## src/rtl/ysyx_24070017_ifu.sv

```systemverilog
// ysyx_24070017_ifu -- instruction fetch unit.
// Owns the architectural PC. It fetches one instruction at a time over an
// AR/R valid-ready handshake and holds it in a one-entry output buffer until
// decode accepts it. On acceptance the PC is loaded from dnpc.
// Optional feature macro: YSYX_24070017_IFU_FAULT_EN. When it is defined,
// a non-OK mem_rresp raises out_fault and zeroes out_inst.
module ysyx_24070017_ifu #(
   parameter int                     WORD_LENGTH = 32,
   parameter logic [WORD_LENGTH-1:0] RESET_PC    = 32'h80000000
) (
   input  logic                   clk,
   input  logic                   rst,
   output logic [WORD_LENGTH-1:0] mem_araddr,
   output logic                   mem_arvalid,
   input  logic                   mem_arready,
   input  logic [WORD_LENGTH-1:0] mem_rdata,
   input  logic [1:0]             mem_rresp,
   input  logic                   mem_rvalid,
   output logic                   mem_rready,
   output logic                   out_valid,
   input  logic                   out_ready,
   output logic [31:0]            out_inst,
   output logic [WORD_LENGTH-1:0] out_pc,
`ifdef YSYX_24070017_IFU_FAULT_EN
   output logic                   out_fault,
`endif
   input  logic [WORD_LENGTH-1:0] dnpc
);

   typedef enum logic [1:0] {
      IDLE = 2'd0,
      REQ  = 2'd1,
      RESP = 2'd2,
      OUT  = 2'd3
   } state_t;

   state_t                 state_reg, state_next;
   logic [WORD_LENGTH-1:0] pc_reg, pc_next;
   logic [31:0]            inst_reg, inst_next;
   logic [WORD_LENGTH-1:0] out_pc_reg, out_pc_next;

`ifdef YSYX_24070017_IFU_FAULT_EN
   logic                   fault_reg, fault_next;
`else
   // The response status has no consumer without the fault feature.
   logic                   unused_rresp;
   assign unused_rresp = ^mem_rresp;
`endif

   // State and buffer registers; reset aborts any fetch in flight.
   always_ff @(posedge clk or negedge rst) begin
      if (!rst) begin
         state_reg  <= IDLE;
         pc_reg     <= RESET_PC;
         inst_reg   <= 32'h00000000;
         out_pc_reg <= '0;
`ifdef YSYX_24070017_IFU_FAULT_EN
         fault_reg  <= 1'b0;
`endif
      end else begin
         state_reg  <= state_next;
         pc_reg     <= pc_next;
         inst_reg   <= inst_next;
         out_pc_reg <= out_pc_next;
`ifdef YSYX_24070017_IFU_FAULT_EN
         fault_reg  <= fault_next;
`endif
      end
   end

   // Next-state and buffer-update logic; one fetch outstanding at a time.
   always_comb begin
      state_next  = state_reg;
      pc_next     = pc_reg;
      inst_next   = inst_reg;
      out_pc_next = out_pc_reg;
`ifdef YSYX_24070017_IFU_FAULT_EN
      fault_next  = fault_reg;
`endif
      case (state_reg)
         IDLE: state_next = REQ;
         REQ: begin
            if (mem_arready) state_next = RESP;
         end
         RESP: begin
            // Read data is only looked at here; stray rvalid elsewhere is ignored.
            if (mem_rvalid) begin
               inst_next   = mem_rdata[31:0];
               out_pc_next = pc_reg;
`ifdef YSYX_24070017_IFU_FAULT_EN
               fault_next  = (mem_rresp != 2'b00);
`endif
               state_next  = OUT;
            end
         end
         OUT: begin
            // PC only moves here, so mem_araddr is stable through any AR stall.
            if (out_ready) begin
               pc_next    = dnpc;
               state_next = REQ;
            end
         end
         default: state_next = IDLE;
      endcase
   end

   // Handshake outputs are pure state decodes: no ready-to-valid paths.
   assign mem_arvalid = (state_reg == REQ);
   assign mem_rready  = (state_reg == RESP);
   assign out_valid   = (state_reg == OUT);
   assign mem_araddr  = pc_reg;
   assign out_pc      = out_pc_reg;

`ifdef YSYX_24070017_IFU_FAULT_EN
   assign out_fault   = fault_reg;
   assign out_inst    = fault_reg ? 32'h00000000 : inst_reg;
`else
   assign out_inst    = inst_reg;
`endif

endmodule

```

## config.mk

```make
export PLATFORM = sky130hd
export DESIGN_NAME = ysyx_24070017_ifu
export DESIGN_NICKNAME = d
export VERILOG_FILES = /design/src/rtl/ysyx_24070017_ifu.sv
export SDC_FILE = /design/constraint.sdc
export NUM_CORES = 1
export LEC_CHECK = 0
export ABC_AREA = 1
export BUFFER_PORTS_ARGS = -buffer_cell sky130_fd_sc_hd__buf_2
export CORE_MARGIN = 1.5
export CORE_UTILIZATION = 25
export CTS_CLUSTER_SIZE = 16
export DETAILED_ROUTE_END_ITERATION = 12
export PLACE_DENSITY = 0.51
export SYNTH_ARGS = -nofsm -noshare
export SYNTH_HDL_FRONTEND = slang
export SYNTH_SLANG_ARGS = --single-unit
```

## constraint.sdc

```tcl
create_clock -name clk -period 2.57 [get_ports clk]
set_input_delay 0.3855 -clock clk [delete_from_list [all_inputs] [get_ports clk]]
set_output_delay 0.3855 -clock clk [all_outputs]
set_load 0.01 [all_outputs]
```

==> metrics.md <==
| Metric | Value |
|---|---|
| Core footprint | `15,100 sq um` |
| Switch share | `37.4%` |
| Total Neg Setup Slack | `0 ns` |
| Clock transition at path regs | `around 0.070 ns` |
| TritonCTS clock tree | `built` |
| Clk Tree Root Cell | `clkbuf_16` |
| Pin count of the biggest net entering global routing | `51` |
| Area share of and/or/nand/nor cells after synthesis | `22.2%` |
| EDFF count, synth | `0` |
| Reg2reg end | `mem_araddr[7]$_DFFE_PN0P_` |
| Dpl cell area | `4860 sq um` |
| Initial antenna violation count | `1` |
| NetSw | `between 2 and 2.5 mW` |
| Max FO, Critical Path | `43` |
| CP startpoint | `state_reg[0]$_DFFE_PN0P_` |
| HPWL Detailed | `7.10 mm` |
| Peak VDD IR | `421 uV` |
| Area share of xor/xnor cells in the synthesized design | `0%` |
| Crit share post-route | `81.0%` |
| Area grow syn2layout | `33.9%` |
| Post-synth top cells | `nand2_1 (130), dfrtp_1 (97), nand3_1 (51), inv_1 (30)` |
| Internal power | `4.03 mW` |
| Die Width | `approximately 130 microns` |
| Vias in the first global route | `3,230` |
| Die height | `roughly 130 microns` |
| Dpl ws | `0.808 ns` |
| Slew of the pin with the lowest slew margin | `0.479 ns` |
| RSZ-0062 raised after global routing | `false` |
| Cells after synthesis | `around 400` |
| Max Slew Vio Count | `0` |
| Startpoint Class | `register` |
| WP data arrival | `between 1.5 and 2 ns` |
| Syn nets | `487` |
| Vias | `approximately 3.3k` |
| Max cap viols | `0` |
| Flop2flop setup slack | `approximately 0.8 ns` |
| Largest family of logic cells by synthesized area | `simple AND/OR/NAND/NOR gates` |
| Final nets | `647` |
| Placement Rows | `45` |
| Primary FF master, synth | `dfrtp_1` |
| Sinks on Clock Net | `98` |
| DRT iter0 DRCs | `between 90 and 100` |
| Total GRT Usage | `12.6%` |
| Count leader, synth | `nand2_1` |
| Syn_area_per_cell | `about 9.4 sq um` |
| R2r startpoint | `state_reg[0]$_DFFE_PN0P_` |
| Max Fclk | `0.480 GHz` |
| YS warnings | `0` |
| Die area | `around 16,000 sq um` |
| Area share of the largest cell type after synthesis | `62.8%` |
| Clk pwr share | `21.4%` |
| Initial core utilization | `25.5%` |
| Gate power share | `37.3%` |
| Resize count post-CTS | `0` |
| Worst Path Class, Setup | `reg -> out` |
| Seq pwr share | `41.3%` |
| GP Congestion | `0.745` |
| Synth Area in Adders | `around 1.3%` |
| Final min period | `2.08 ns` |
| Diode count | `0` |
| Leak | `2.93 nW` |
| Hold EP | `out_inst[31]$_DFFE_PN0P_` |
| Latest clock arrival within the worst-skew pair | `0.34 ns` |
| Pwr Density | `1240 nW/um^2` |
| Clock Path Buffers | `2` |
| Post-synthesis async set-or-reset flop share | `100%` |
| Final worst slack | `0.487 ns` |
| Post-route DRC violation count | `0` |
| Number of CTS-inserted buffers | `9` |
| CP endpoint kind | `output pin` |
| Share of cells above drive strength 1 | `33.3%` |
| Hold Vio Cnt, Final | `0` |
| #FFs+latches synth | `98` |
| Mux cell area share after synthesis | `0%` |
| Aggregate global routing overflow | `0` |
| # port buffers | `between 150 and 200` |
| Post-synthesis cell area | `3870 sq um` |
| First-pass GRT wire length | `~16 mm` |
| WL final | `9.92 mm` |
| Rel. slew slack | `68.1%` |
| Library cells used by synthesis | `16` |
| Post-synthesis sequential area ratio | `63.5%` |
| Hold depth | `3` |
| Yosys top cell by area | `dfrtp_1` |
| Status | `completed` |
| Synth area leaders | `dfrtp_1 (63%), nand2_1 (13%), nand3_1 (6.6%)` |
| First-pass DRT Iterations | `4` |
| Final design area excluding fillers | `slightly above 5000 sq um` |
| # H-tree levels | `3` |
| Per-cell routed wire length | `~13 microns` |
| Compound-Gate Fraction of Synth Area | `5.95%` |
| Antenna-violating nets left | `0` |
| Worst hold start | `mem_rdata[31]` |
| Worst min-delay path category | `in -> reg` |
| FF-to-FF path depth | `5` |
| # setup viols final | `0` |
| Vias/cell | `approximately 4.3` |
| Setup Skew | `a little under 0.008 ns` |
| Io pins | `170` |
| Worst Path Required | `2.18 ns` |
-- worst max-delay path: stages, from the launching register on --
cell and delay (ns):
dfrtp_1 0.44, inv_1 0.09, ha_2 0.20, buf_4 0.40, buf_2 0.22
-- layout make-up --
| type | instances | area, sq um |
|---|---|---|
| Timing Repair Buffer | 175 | 926 |
| Tap cell | 188 | 235 |
| Fill cell | 1599 | 9970 |
| Sequential cell | 98 | 2450 |
| Clock inverter | 2 | 35.0 |
| Multi-Input combinational cell | 258 | 1140 |
| Inverter | 30 | 113 |
| Clock buffer | 13 | 270 |
-- metal layers --
layer  track usage, %  wire (microns)
met1             16.5            4510
met2             19.2            4510
met3             3.27             681
met4             6.35             203
met5                0              13
-- repair_timing --
| action | CTS | global route |
|---|---|---|
| setup buffers | 0 | 0 |
| endpoints found under the hold margin | 21 | 0 |
| hold buffers | 1 | 0 |
-- power groups by stage --
stage	Combinational (mW)	Clock [mW]	Sequential, mW
after floorplan	1.05	0	2.99
after global placement	2.41	0	2.64
after detailed placement	2.45	0	2.68
after CTS	2.46	1.44	2.66
after global routing	2.74	1.50	2.75
final	2.40	1.38	2.66
-- cells in the final DEF (no fill, tap or decap), drive strengths merged --
| master | synthesis | layout |
|---|---|---|
| buf | 24 | 174 |
| nand2 | 132 | 132 |
| dfrtp | 97 | 97 |
| nand3 | 51 | 51 |
| inv | 30 | 30 |
| nor2 | 23 | 23 |
| a21oi | 23 | 23 |
| o21ai | 23 | 23 |
| clkbuf | 2 | 13 |
| ha | 4 | 4 |
| nand4 | 2 | 2 |
| clkinv | 0 | 1 |
| bufinv | 0 | 1 |
| dlygate4sd3 | 0 | 1 |
| dfstp | 1 | 1 |
-- cells by family (layout without fill, tap and decap cells) --
family	after synthesis	count (layout)
adders and majority gates	4	4
DFF	98	98
buffers and inverters	56	220
AOI/OAI and AO/OA	46	46
and+or+nand+nor	208	208
-- worst max path at each step --
stage,endpoint,slack [ns],cells after the start
5_1_grt,mem_rready,0.37,4
3_5_place_dp,mem_araddr[19]$_DFFE_PN0P_,0.81,5
2_1_floorplan,out_inst[10]$_DFFE_PN0P_,1.23,8
4_1_cts,mem_rready,0.47,4
3_3_place_gp,mem_araddr[0]$_DFFE_PN0P_,0.85,5
6_report,mem_rready,0.49,4
-- per-stage QoR --
step | hold WS (ns) | power (mW) | std cells | utilization, %
after global placement | 0.298 | 5.06 | 748 | 32.1
after CTS | 0.253 | 6.56 | 764 | 34.2
after global routing | 0.269 | 6.98 | 764 | 34.2
after detailed placement | 0.300 | 5.13 | 748 | 32.1
after floorplan | 0.0899 | 4.04 | 412 | -
final | 0.271 | 6.44 | 764 | 34.2
Power figures use the tool's default switching activity.
